## config.mk

```make
export PLATFORM = sky130hd
export DESIGN_NAME = ingress_packetizer_flat
export DESIGN_NICKNAME = d
export VERILOG_FILES = /design/src/rtl/ingress_packetizer_if.sv /design/src/rtl/ingress_packetizer.sv /design/src/flat_wrapper.sv
export SDC_FILE = /design/constraint.sdc
export NUM_CORES = 2
export LEC_CHECK = 0
export CAP_MARGIN = 20
export CORE_MARGIN = 5
export CORE_UTILIZATION = 45
export CTS_CLUSTER_DIAMETER = 100
export DETAILED_ROUTE_END_ITERATION = 7
export SYNTH_ARGS = -nofsm -noshare
export SYNTH_HDL_FRONTEND = slang
export SYNTH_MEMORY_MAX_BITS = 65536
export SYNTH_SLANG_ARGS = --single-unit
```

## constraint.sdc

```tcl
create_clock -name clk -period 6.1 [get_ports clk]
set_clock_uncertainty 0.05 [all_clocks]
set_input_delay 1.22 -clock clk [delete_from_list [all_inputs] [get_ports clk]]
set_output_delay 1.22 -clock clk [all_outputs]
set_load 0.005 [all_outputs]
```

## src/rtl/ingress_packetizer_if.sv

```systemverilog
// ingress_packetizer_if: client stream, switch write framing and status for one port.
// The tx_pkt_cnt signal exists only when PKTZ_STAT_EN is defined.
interface ingress_packetizer_if;
    logic        in_valid;
    logic        in_ready;
    logic [15:0] in_data;
    logic        in_last;
    logic [1:0]  in_dest;
    logic [1:0]  in_prio;
    logic        pause;
    logic        wr_sop;
    logic        wr_vld;
    logic [15:0] wr_data;
    logic        wr_eop;
    logic [15:0] drop_cnt;
`ifdef PKTZ_STAT_EN
    logic [15:0] tx_pkt_cnt;
`endif

    // Client and switch side: drives the word stream and pause, observes framing.
    modport master (
        output in_valid, in_data, in_last, in_dest, in_prio, pause,
`ifdef PKTZ_STAT_EN
        input  tx_pkt_cnt,
`endif
        input  in_ready, wr_sop, wr_vld, wr_data, wr_eop, drop_cnt
    );

    // Packetizer side.
    modport slave (
        input  in_valid, in_data, in_last, in_dest, in_prio, pause,
`ifdef PKTZ_STAT_EN
        output tx_pkt_cnt,
`endif
        output in_ready, wr_sop, wr_vld, wr_data, wr_eop, drop_cnt
    );
endinterface

```

## src/rtl/ingress_packetizer.sv

```systemverilog
// ingress_packetizer: store-and-forward feeder for the hydra switch write port.
// Buffers each client packet until its length is known, then emits
// sop / header + payload / eop, honouring pause only at packet boundaries.
// Optional: define PKTZ_STAT_EN to add the saturating tx_pkt_cnt output.
module ingress_packetizer #(
    parameter int DEPTH      = 256,  // data FIFO words, power of 2, >= MAX_LEN
    parameter int MAX_LEN    = 255,  // max payload words, <= 255
    parameter int DESC_DEPTH = 4     // committed packets awaiting emission, power of 2
) (
    input  logic                clk,
    input  logic                rst_n,
    ingress_packetizer_if.slave bus
);
    localparam int AW = $clog2(DEPTH);
    localparam int DW = $clog2(DESC_DEPTH);

    localparam logic [AW:0] DATA_FULL = (AW+1)'(DEPTH);
    localparam logic [DW:0] DESC_FULL = (DW+1)'(DESC_DEPTH);
    localparam logic [DW:0] DESC_ONE  = (DW+1)'(1);
    localparam logic [AW:0] PTR_ONE   = (AW+1)'(1);
    localparam logic [8:0]  MAX_LEN_W = 9'(MAX_LEN);

    localparam logic [2:0] ST_IDLE = 3'd0;
    localparam logic [2:0] ST_SOP  = 3'd1;
    localparam logic [2:0] ST_HDR  = 3'd2;
    localparam logic [2:0] ST_DATA = 3'd3;
    localparam logic [2:0] ST_EOP  = 3'd4;

    // Storage: payload words and {len, prio, dest} descriptors.
    logic [15:0] data_mem [DEPTH];
    logic [11:0] desc_mem [DESC_DEPTH];

    // Ingress state: speculative and committed write pointers, running length.
    logic [AW:0] wr_spec_q, wr_spec_d;
    logic [AW:0] wr_cmt_q,  wr_cmt_d;
    logic [DW:0] desc_wr_q, desc_wr_d;
    logic [8:0]  len_q,     len_d;
    logic [1:0]  dest_q,    dest_d;
    logic [1:0]  prio_q,    prio_d;
    logic [15:0] drop_cnt_q, drop_cnt_d;
    logic        in_ready_q, in_ready_d;

    // Egress state.
    logic [2:0]  state_q,   state_d;
    logic [AW:0] rd_q,      rd_d;
    logic [DW:0] desc_rd_q, desc_rd_d;
    logic [7:0]  beat_q,    beat_d;
    logic        wr_sop_q,  wr_vld_q, wr_eop_q;
    logic [15:0] wr_data_q, wr_data_d;
`ifdef PKTZ_STAT_EN
    logic [15:0] tx_pkt_cnt_q;
`endif

    logic        xfer;
    logic        word_fits;
    logic        push;
    logic [7:0]  pkt_len;
    logic [1:0]  pkt_dest;
    logic [1:0]  pkt_prio;
    logic [DW:0] desc_cnt;
    logic [11:0] desc_head;
    logic [AW:0] data_used_d;
    logic [DW:0] desc_cnt_d;

    assign xfer      = bus.in_valid & in_ready_q;
    // A word past MAX_LEN is swallowed without taking a FIFO slot.
    assign word_fits = (len_q < MAX_LEN_W);
    assign push      = xfer & bus.in_last & word_fits;
    assign pkt_len   = len_q[7:0] + 8'd1;
    assign pkt_dest  = (len_q == 9'd0) ? bus.in_dest : dest_q;
    assign pkt_prio  = (len_q == 9'd0) ? bus.in_prio : prio_q;
    assign desc_cnt  = desc_wr_q - desc_rd_q;
    assign desc_head = desc_mem[desc_rd_q[DW-1:0]];

    // Ingress next state: speculative write, commit on a legal last, rewind on drop.
    always_comb begin
        // NOTE: every signal gets a default before the branches so no latch is inferred.
        wr_spec_d  = wr_spec_q;
        wr_cmt_d   = wr_cmt_q;
        desc_wr_d  = desc_wr_q;
        len_d      = len_q;
        dest_d     = dest_q;
        prio_d     = prio_q;
        drop_cnt_d = drop_cnt_q;
        if (xfer) begin
            if (len_q == 9'd0) begin
                dest_d = bus.in_dest;
                prio_d = bus.in_prio;
            end
            if (word_fits) begin
                wr_spec_d = wr_spec_q + PTR_ONE;
                len_d     = len_q + 9'd1;
            end
            if (bus.in_last) begin
                len_d = 9'd0;
                if (word_fits) begin
                    wr_cmt_d  = wr_spec_q + PTR_ONE;
                    desc_wr_d = desc_wr_q + DESC_ONE;
                end else begin
                    wr_spec_d = wr_cmt_q;
                    if (drop_cnt_q != 16'hFFFF) begin
                        drop_cnt_d = drop_cnt_q + 16'd1;
                    end
                end
            end
        end
    end

    // Egress next state: IDLE -> SOP -> HDR -> DATA x L -> EOP, pop at EOP.
    always_comb begin
        state_d   = state_q;
        rd_d      = rd_q;
        desc_rd_d = desc_rd_q;
        beat_d    = beat_q;
        case (state_q)
            ST_IDLE: begin
                if ((desc_cnt != '0) && !bus.pause) begin
                    state_d = ST_SOP;
                end
            end
            ST_SOP: begin
                state_d = ST_HDR;
            end
            ST_HDR: begin
                state_d = ST_DATA;
                beat_d  = desc_head[11:4] - 8'd1;
                rd_d    = rd_q + PTR_ONE;
            end
            ST_DATA: begin
                if (beat_q == 8'd0) begin
                    state_d = ST_EOP;
                end else begin
                    beat_d = beat_q - 8'd1;
                    rd_d   = rd_q + PTR_ONE;
                end
            end
            ST_EOP: begin
                desc_rd_d = desc_rd_q + DESC_ONE;
                // The descriptor being popped does not count toward the next packet.
                state_d   = ((desc_cnt > DESC_ONE) && !bus.pause) ? ST_SOP : ST_IDLE;
            end
            default: begin
                state_d = ST_IDLE;
            end
        endcase
    end

    // Output word for the upcoming cycle; the payload read is asynchronous so it
    // lands in the output register in the same cycle wr_vld rises.
    always_comb begin
        wr_data_d = 16'h0000;
        if (state_d == ST_HDR) begin
            wr_data_d = {4'h0, desc_head};
        end else if (state_d == ST_DATA) begin
            wr_data_d = data_mem[rd_q[AW-1:0]];
        end
    end

    // in_ready is registered from the next-cycle occupancy.
    always_comb begin
        data_used_d = wr_spec_d - rd_d;
        desc_cnt_d  = desc_wr_d - desc_rd_d;
        in_ready_d  = ((data_used_d != DATA_FULL) || (len_d >= MAX_LEN_W)) &&
                      (desc_cnt_d != DESC_FULL);
    end

    // State and output registers with synchronous active-low reset.
    always_ff @(posedge clk) begin
        // NOTE: sequential state uses non-blocking assignments so every register
        // samples pre-edge values regardless of block ordering.
        if (!rst_n) begin
            wr_spec_q  <= '0;
            wr_cmt_q   <= '0;
            desc_wr_q  <= '0;
            len_q      <= '0;
            dest_q     <= '0;
            prio_q     <= '0;
            drop_cnt_q <= '0;
            in_ready_q <= 1'b0;
            state_q    <= ST_IDLE;
            rd_q       <= '0;
            desc_rd_q  <= '0;
            beat_q     <= '0;
            wr_sop_q   <= 1'b0;
            wr_vld_q   <= 1'b0;
            wr_eop_q   <= 1'b0;
            wr_data_q  <= '0;
        end else begin
            wr_spec_q  <= wr_spec_d;
            wr_cmt_q   <= wr_cmt_d;
            desc_wr_q  <= desc_wr_d;
            len_q      <= len_d;
            dest_q     <= dest_d;
            prio_q     <= prio_d;
            drop_cnt_q <= drop_cnt_d;
            in_ready_q <= in_ready_d;
            state_q    <= state_d;
            rd_q       <= rd_d;
            desc_rd_q  <= desc_rd_d;
            beat_q     <= beat_d;
            wr_sop_q   <= (state_d == ST_SOP);
            wr_vld_q   <= (state_d == ST_HDR) || (state_d == ST_DATA);
            wr_eop_q   <= (state_d == ST_EOP);
            wr_data_q  <= wr_data_d;
        end
    end

    // Storage writes: payload words that fit, descriptors on commit.
    always_ff @(posedge clk) begin
        // NOTE: the arrays are not reset; pointers define validity, so stale contents are never read.
        if (xfer && word_fits) begin
            data_mem[wr_spec_q[AW-1:0]] <= bus.in_data;
        end
        if (push) begin
            desc_mem[desc_wr_q[DW-1:0]] <= {pkt_len, pkt_prio, pkt_dest};
        end
    end

`ifdef PKTZ_STAT_EN
    // Emitted-packet counter, one per EOP cycle, saturating.
    always_ff @(posedge clk) begin
        if (!rst_n) begin
            tx_pkt_cnt_q <= '0;
        end else if ((state_d == ST_EOP) && (tx_pkt_cnt_q != 16'hFFFF)) begin
            tx_pkt_cnt_q <= tx_pkt_cnt_q + 16'd1;
        end
    end

    assign bus.tx_pkt_cnt = tx_pkt_cnt_q;
`endif

    assign bus.in_ready = in_ready_q;
    assign bus.wr_sop   = wr_sop_q;
    assign bus.wr_vld   = wr_vld_q;
    assign bus.wr_data  = wr_data_q;
    assign bus.wr_eop   = wr_eop_q;
    assign bus.drop_cnt = drop_cnt_q;
endmodule

```

## src/flat_wrapper.sv

```systemverilog
// flat-port wrapper written by rule: the top's interface ports become plain ports
module ingress_packetizer_flat 
#(
    parameter int DEPTH      = 256,                                            
    parameter int MAX_LEN    = 255,                              
    parameter int DESC_DEPTH = 4                                                       
)
  (clk, rst_n, bus_in_valid, bus_in_data, bus_in_last, bus_in_dest, bus_in_prio, bus_pause, bus_in_ready, bus_wr_sop, bus_wr_vld, bus_wr_data, bus_wr_eop, bus_drop_cnt);
  ingress_packetizer_if bus_i ();
  input  logic clk;
  input  logic rst_n;
  input wire logic [$bits(bus_i.in_valid)-1:0] bus_in_valid;
  input wire logic [$bits(bus_i.in_data)-1:0] bus_in_data;
  input wire logic [$bits(bus_i.in_last)-1:0] bus_in_last;
  input wire logic [$bits(bus_i.in_dest)-1:0] bus_in_dest;
  input wire logic [$bits(bus_i.in_prio)-1:0] bus_in_prio;
  input wire logic [$bits(bus_i.pause)-1:0] bus_pause;
  output wire logic [$bits(bus_i.in_ready)-1:0] bus_in_ready;
  output wire logic [$bits(bus_i.wr_sop)-1:0] bus_wr_sop;
  output wire logic [$bits(bus_i.wr_vld)-1:0] bus_wr_vld;
  output wire logic [$bits(bus_i.wr_data)-1:0] bus_wr_data;
  output wire logic [$bits(bus_i.wr_eop)-1:0] bus_wr_eop;
  output wire logic [$bits(bus_i.drop_cnt)-1:0] bus_drop_cnt;
  assign bus_i.in_valid = bus_in_valid;
  assign bus_i.in_data = bus_in_data;
  assign bus_i.in_last = bus_in_last;
  assign bus_i.in_dest = bus_in_dest;
  assign bus_i.in_prio = bus_in_prio;
  assign bus_i.pause = bus_pause;
  assign bus_in_ready = bus_i.in_ready;
  assign bus_wr_sop = bus_i.wr_sop;
  assign bus_wr_vld = bus_i.wr_vld;
  assign bus_wr_data = bus_i.wr_data;
  assign bus_wr_eop = bus_i.wr_eop;
  assign bus_drop_cnt = bus_i.drop_cnt;
  ingress_packetizer #(.DEPTH(DEPTH), .MAX_LEN(MAX_LEN), .DESC_DEPTH(DESC_DEPTH)) u_core (.clk(clk), .rst_n(rst_n), .bus(bus_i));
endmodule
```

[Word-level counts from Yosys, hierarchy flattened]
Memory sizes are Yosys's and may differ from the RTL's. A register that Yosys moved wholly into a read port is not among the register bits.
Index checks and enable logic that the tools add are counted.
Operators by class
  $add $sub $neg: 12
  $lt $le $gt $ge: 3
  equal/unequal tests: 12
  muxes and demuxes: 29
  bitwise gates (word level): 6
  reductions and logical operators: 16
Operators by type and width (number)
  9-bit 2-to-1 mux: 8
  9-bit by 1-bit adder with 9-bit output (second input constant): 3
  12-bit 2-to-1 mux: 2
  3-bit 2-to-1 mux: 6
  9-bit one-hot mux with 2 select lines: 1
  16-bit by 1-bit adder with 16-bit output (second input constant): 1
  8-bit 2-to-1 mux: 2
  16-bit != test (second input constant): 1
  8-bit one-hot mux with 2 select lines: 1
  8-bit by 1-bit subtractor with 8-bit output (second input constant): 2
  3-bit one-hot mux with 5 select lines: 1
  3-bit by 2-bit == test with 1-bit output (second input constant): 4
  9-bit by 8-bit greater-or-equal comparator with 1-bit output (second input constant): 1
  9-bit zero test: 1
  9-bit by 8-bit less-than comparator with 1-bit output (second input constant): 1
  9-bit != test (second input constant): 1
  9-bit subtractor: 1
  8-bit by 1-bit adder with 8-bit output (second input constant): 1
  8-bit zero test: 1
  3-bit by 1-bit adder with 3-bit output (second input constant): 2
  3-bit by 1-bit == test with 1-bit output (second input constant): 2
  3-bit == test (second input constant): 2
  2-bit 2-to-1 mux: 3
  3-bit subtractor: 2
  other kinds (16): 28
Storage, ports and cells
  register bits: 93
  memory bits (writable): 4144
  input bits: 25
  output and inout port bits: 36
  word-level logic and storage cells: 97
  memories: 2
Memory list
  u_core.data_mem: words 256, bits a word 16, rd ports 1, clocked after memory_dff 1, write ports 1, line ingress_packetizer.sv:30  | logic [15:0] data_mem [DEPTH];
  u_core.desc_mem: words 4, bits a word 12, rd ports 1, clocked after memory_dff 1, write ports 1, line ingress_packetizer.sv:31  | logic [11:0] desc_mem [DESC_DEPTH];

[Longest topological paths before layout]
  depth in word-level cells: 9
  depth in mapped cells: 17
  gate-level depth less buffers: 14

[Worst setup path before layout]
No wires, ideal clock.
  kind: input to register
  from: input bus_in_valid
  to: register u_core.in_ready_q (netlist: u_core.bus.in_ready)
  library setup time: 122 ps
  arrival: 3635 ps
  required time: 5928 ps
  setup slack: 2293 ps
  cell stages on the path: 13
  buffers on the path: 1
  cells stage by stage: nand3b_1 a31oi_1 clkbuf_1 nand2_1 o221ai_1 ha_1 nor2b_1 o21a_1 o21ai_0 nand3_1 a2111oi_0 o31ai_1 o311a_1
Between the ends
  cells in the longest elaborated chain, start to end: 6
  elaborated cells between the ends (all ways): 11
  classes of those cells: add/sub: 2; order compare: 1; eq/ne: 2; mux: 3; bitwise: 1; reduce/logical: 2
RTL lines
  start: declaration: line flat_wrapper.sv:12  | input wire logic [$bits(bus_i.in_valid)-1:0] bus_in_valid;
  1-bit AND (*): line ingress_packetizer.sv:65  | assign xfer = bus.in_valid & in_ready_q;
  9-bit 2-to-1 mux: line ingress_packetizer.sv:85  | if (xfer) begin
  9-bit subtractor: line ingress_packetizer.sv:161  | data_used_d = wr_spec_d - rd_d;
  9-bit != test: line ingress_packetizer.sv:163  | in_ready_d = ((data_used_d != DATA_FULL) || (len_d >= MAX_LEN_W)) &&
  1-bit logical OR: line ingress_packetizer.sv:163
  1-bit logical AND (*): line ingress_packetizer.sv:163
  end signal: assignment: line ingress_packetizer.sv:196  | in_ready_q <= in_ready_d;
  end: declaration: line ingress_packetizer.sv:41  | logic in_ready_q, in_ready_d;
Every way passes the cells marked *; elsewhere a longest branch is shown, timed or not.
A chain may end at the register's enable or synchronous reset.

[Worst setup path in the final report]
  from: register u_core.len_q[2]
  to: register u_core.in_ready_q (netlist: u_core.bus.in_ready)
Between the ends
  cells in the longest elaborated chain, start to end: 9
  elaborated cells between the ends (all ways): 19
  classes of those cells: add/sub: 3; order compare: 2; eq/ne: 2; mux: 10; reduce/logical: 2
RTL lines
  start: declaration: line ingress_packetizer.sv:37  | logic [8:0] len_q, len_d;
  start signal: assignment: line ingress_packetizer.sv:192  | len_q <= len_d;
  9-bit by 8-bit less-than comparator with 1-bit output (*): line ingress_packetizer.sv:67  | assign word_fits = (len_q < MAX_LEN_W);
  9-bit 2-to-1 mux: line ingress_packetizer.sv:90  | if (word_fits) begin
  9-bit 2-to-1 mux: line ingress_packetizer.sv:96  | if (word_fits) begin
  9-bit 2-to-1 mux (*): line ingress_packetizer.sv:94  | if (bus.in_last) begin
  9-bit 2-to-1 mux (*): line ingress_packetizer.sv:85
  net u_core.wr_spec_d[1]: line ingress_packetizer.sv:34  | logic [AW:0] wr_spec_q, wr_spec_d;
  9-bit subtractor (*): line ingress_packetizer.sv:161
  9-bit != test (*): line ingress_packetizer.sv:163
  1-bit logical OR (*): line ingress_packetizer.sv:163
  1-bit logical AND (*): line ingress_packetizer.sv:163
Mark *: on every way through the listed nets, which the timed path passes. The rest lies on a longest branch.

==> results.md <==
- After synthesis, the share of cell area in mux cells is 0.163.
- The maximum level of the CTS H-tree is 5.
- Hold repair after CTS inserted 0 buffers.
- After synthesis, the share of flip-flops with an asynchronous set or reset is 0.
- The first global-routing pass estimated 641 mm of wire.
- After detailed placement, the total cell area comes to 173,000 sq um.
- For the pin with the worst max-slew slack, the measured transition is 1.36 ns.
- The number of CTS-inserted buffers is 423.
- The starting density of the core is 0.451.
- The first TritonRoute pass finished after 8 iterations.
- The share of the clock period used by the worst path after layout is 0.745.
- After detailed placement, the design holds a cell count of 12,400.
- The simple logic cell fraction of the synthesized area is 0.0224.
- In this run, synthesis produced a sequential element count of 4,237.
- The maximum buffer depth of the clock tree is 4.
- For this block, the initial DRC count from the detailed router was 10,700.
- In this run the remaining antenna-violating nets after routing total 0.
- The pre-CTS worst setup slack is 1.05 ns.
- The part of the power in combinational logic is 0.038.
- The clock period could shrink to 4.54 ns.
- The number of gates resized after CTS was 0.
- The buffer count from post-CTS setup fixing is 0.
- The detailed-route DRC error count is 0.
- By area the synthesized netlist is led by edfxtp_1 76%, mux4_2 14%, mux2i_1 1.6%.
- The area growth from synthesis to layout is 13.2%.
- Synthesis produced a netlist with a net count of 7,517.
- Once layout is done, the placed cells without fillers occupy 186,000 sq um.
- The kind of critical path is reg -> reg.
- The initialized floorplan defines 222 standard-cell rows.
- Summed over all cells, the static leakage comes to 56.7 nW.
- The max-slew violation count is 0.
- The flow ran to the end, and the final reports show no timing, DRC or antenna violations.
- The initial antenna violation count is 29.
- The number of global-route vias before repair is 81,500.
- The die is 615 um tall.
- The tightest min-delay check is of the reg -> reg type.
- Summed over all instances, the cell type with the most area after synthesis is edfxtp_1.
- The layout has 28,500 filler cells.
- After detailed routing, the average wire length per cell comes to 34.8 um.
- Yosys mapped a number of flops with a built-in enable equal to 4,144.
- The post-synth design cell area is 165,000 sq um.
- The post-synthesis average cell area is 22.0 sq um.
- Detailed placement ended at an HPWL of 279 mm.
- The routed via count divided by cell count is 6.24.
- Headroom to the max-slew limit came out at 0.0933.
- The aggregate negative setup slack is 0 ns.
- 61 I/O pins were placed.
- The area fraction in compound gates after synthesis was 0.0224.
- After the last flow step, the layout net total stands at 8,026.
- The data required time of the critical path is 6.92 ns.
- The aggregate global routing overflow is 0.
- The fraction of the yosys area taken by sequential cells is 0.767.
- The fraction of synthesized cell area in xor and xnor cells is 0.00287.
- The total power density per cell area is 320 nW/um^2.
- The share of synthesized area in the top cell type comes to 0.756.
- The synthesized instance count is 7,466.
- Measured on the finished design, the core utilization comes to 0.511.
- In the global route stage, overall resource usage came out at 0.238.
- The area inside the core boundary is 365,000 sq um.
- The analysis attributes to net switching a power of 12.4 mW.
- Counting distinct cell types in the post-synthesis netlist gives 82.
- The timing-limited maximum frequency is 0.220 GHz.
- The root buffer cell is clkbuf_16.
- Setup repair after global routing left no endpoint under its margin.
- The number of input and output port buffers inserted is 60.
- The worst-path maximum fanout is 13.
- The Yosys step of the flow raised 0 warnings.
- The post-CTS clock slew at the launch and capture registers of the worst setup and hold paths is 0.06 ns.
- Of the total power, the share spent switching nets is 0.209.
- Max-cap violations in this run came to 0.
- Routability-driven placement finished with a final weighted congestion of 0.904.
- In this run the horizontal extent of the chip is 615 um.
- The share of total power dissipated in the clock network is 0.425.
- The largest family of logic cells by synthesized area is multiplexers.
- Entering global routing, the biggest net connects 149 pins.
- The worst-case setup margin in the final layout is 1.56 ns.
- The die covers 378,000 sq um.
- Leaving out filler cells and counting taps, the final layout contains 13,200.
- The count of clock tree sinks is 4,237.
- The number of hold violations in the final report was 0.
- At the worst endpoint, the arrival time is 5.36 ns.
- The share of layout cells above drive strength 1 is 0.276.
- The total number of vias is 82,100.
- The insertion delay of the later-clocked pin in the worst-skew pair is 0.98 ns.
- Among all flip-flop cells after synthesis, the most frequent one is edfxtp_1.
- Of the total synthesized cell area, the portion taken by full adders, half adders and majority gates is 0.00202.
- The final layout contains routed wiring with a total length of 458 mm.
- The CTS tree is yes.
- Of the total power, registers draw 0.537.
- The type of origin of the critical path is a flop.
- The maximum resistive drop on vdd is 234 uV.
- Internal power comes to 47.2 mW.
- Setup violations remaining at the end of the flow were counted as 0.
- The nature of the critical path endpoint is a flop.
## stage by stage
step                      power [mW]  hold WS, ns
after floorplan                 33.9        0.394
after detailed placement        34.9        0.416
final                           59.6        0.422
after global placement          34.9        0.407
after CTS                       60.1        0.424
after global routing            61.4        0.443
## flip-flops by register name (all words and copies together), names as in the netlist
| name | count |
|---|---|
| u_core.beat_q | 8 |
| u_core.bus.drop_cnt | 16 |
| u_core.bus.in_ready | 1 |
| u_core.bus.wr_data | 16 |
| u_core.bus.wr_eop | 1 |
| u_core.bus.wr_sop | 1 |
| u_core.bus.wr_vld | 1 |
| u_core.data_mem | 4096 |
| u_core.desc_mem | 48 |
| u_core.desc_rd_q | 3 |
| u_core.desc_wr_q | 3 |
| u_core.dest_q | 2 |
| u_core.len_q | 9 |
| u_core.prio_q | 2 |
| u_core.rd_q | 9 |
| u_core.state_q | 3 |
| u_core.wr_cmt_q | 9 |
| u_core.wr_spec_q | 9 |
## synth_stat cells (26+ instances only)
cell      number
buf_8         41
a221oi_1      54
clkbuf_1     164
a22oi_1       73
a21oi_1       79
buf_6         47
buf_2         88
nor2_1       397
nand4_1       27
mux4_1        31
nand2_1      195
nand3_1       71
edfxtp_1    4144
dfxtp_1       93
mux4_2      1031
xnor2_1       30
buf_4         40
o221ai_1      44
o21ai_0       67
mux2i_1      267
o22ai_1       43
and3_1        26
## cells in the final DEF, fill, tap and decap left out, types with 81 or more instances in the layout
| cell | n |
|---|---|
| clkbuf_16 | 429 |
| nand2_1 | 189 |
| clkinv_1 | 105 |
| nor2_1 | 256 |
| buf_4 | 386 |
| clkbuf_1 | 81 |
| nor2_2 | 138 |
| clkinv_2 | 87 |
| mux2i_1 | 267 |
| mux4_2 | 1031 |
| edfxtp_1 | 4144 |
| dfxtp_1 | 86 |
## layer usage
layer / vias to the layer above / share of wire / global-route usage
met1: 44500 / 0.40 / 0.337
met2: 4308 / 0.47 / 0.368
li1: 32600 / - / -
met3: 746 / 0.095 / 0.0501
met5: - / 0.00021 / 0
met4: 14 / 0.043 / 0.0875
## area by class of cell
| cell class | count | area, sq um | area share |
|---|---|---|---|
| clock inverter | 267 | 2330 | 0.0125 |
| antenna | 8 | 20.0 | 0.000107 |
| clock buffer | 514 | 11100 | 0.0595 |
| tap | 4816 | 6030 | 0.0323 |
| sequential | 4237 | 126000 | 0.678 |
| inverter | 18 | 85.1 | 0.000457 |
| multi-input combinational | 2779 | 35600 | 0.191 |
| timing repair buffer | 516 | 4900 | 0.0263 |
## worst max-delay path, stage by stage (launching register included)
cell and delay [ns]:
dfxtp_1 0.50, nand3_1 0.31, nor2_1 0.44, a21o_1 0.43, nand2_1 0.24, o22ai_1 0.21
a21oi_1 0.12, ha_1 0.30, nor2b_1 0.15, o21a_1 0.19, o21ai_0 0.35, nand3_1 0.14
a2111oi_1 0.52, o31ai_1 0.15, o311a_1 0.31
## worst paths after layout
| path | cells after the start | end | startpoint | slack (ns) |
|---|---|---|---|---|
| min reg2reg | 2 | u_core.beat_q[3] | u_core.beat_q[3] | 0.42 |
| min | 2 | u_core.beat_q[3] | u_core.beat_q[3] | 0.42 |
| max reg2reg | 14 | u_core.bus.in_ready | u_core.len_q[2] | 1.56 |
| max | 14 | u_core.bus.in_ready | u_core.len_q[2] | 1.56 |
## kinds of logic after synthesis
family / after synthesis
muxes: 1346
and+or+nand+nor: 837
DFF: 4237
adders and majority gates: 26
AOI/OAI and AO/OA: 516
xor gates and xnor gates: 54
buffers and inverters: 450
## power groups by stage
stage	sequential (mW)	combinational, mW	clock, mW
floorplan	32.6	1.33	0
global placement	32.6	2.25	0
detailed placement	32.6	2.30	0
CTS	32.0	2.30	25.7
global route	32.0	2.40	27.0
finish	32.0	2.27	25.3
Power figures use the tool's default switching activity.
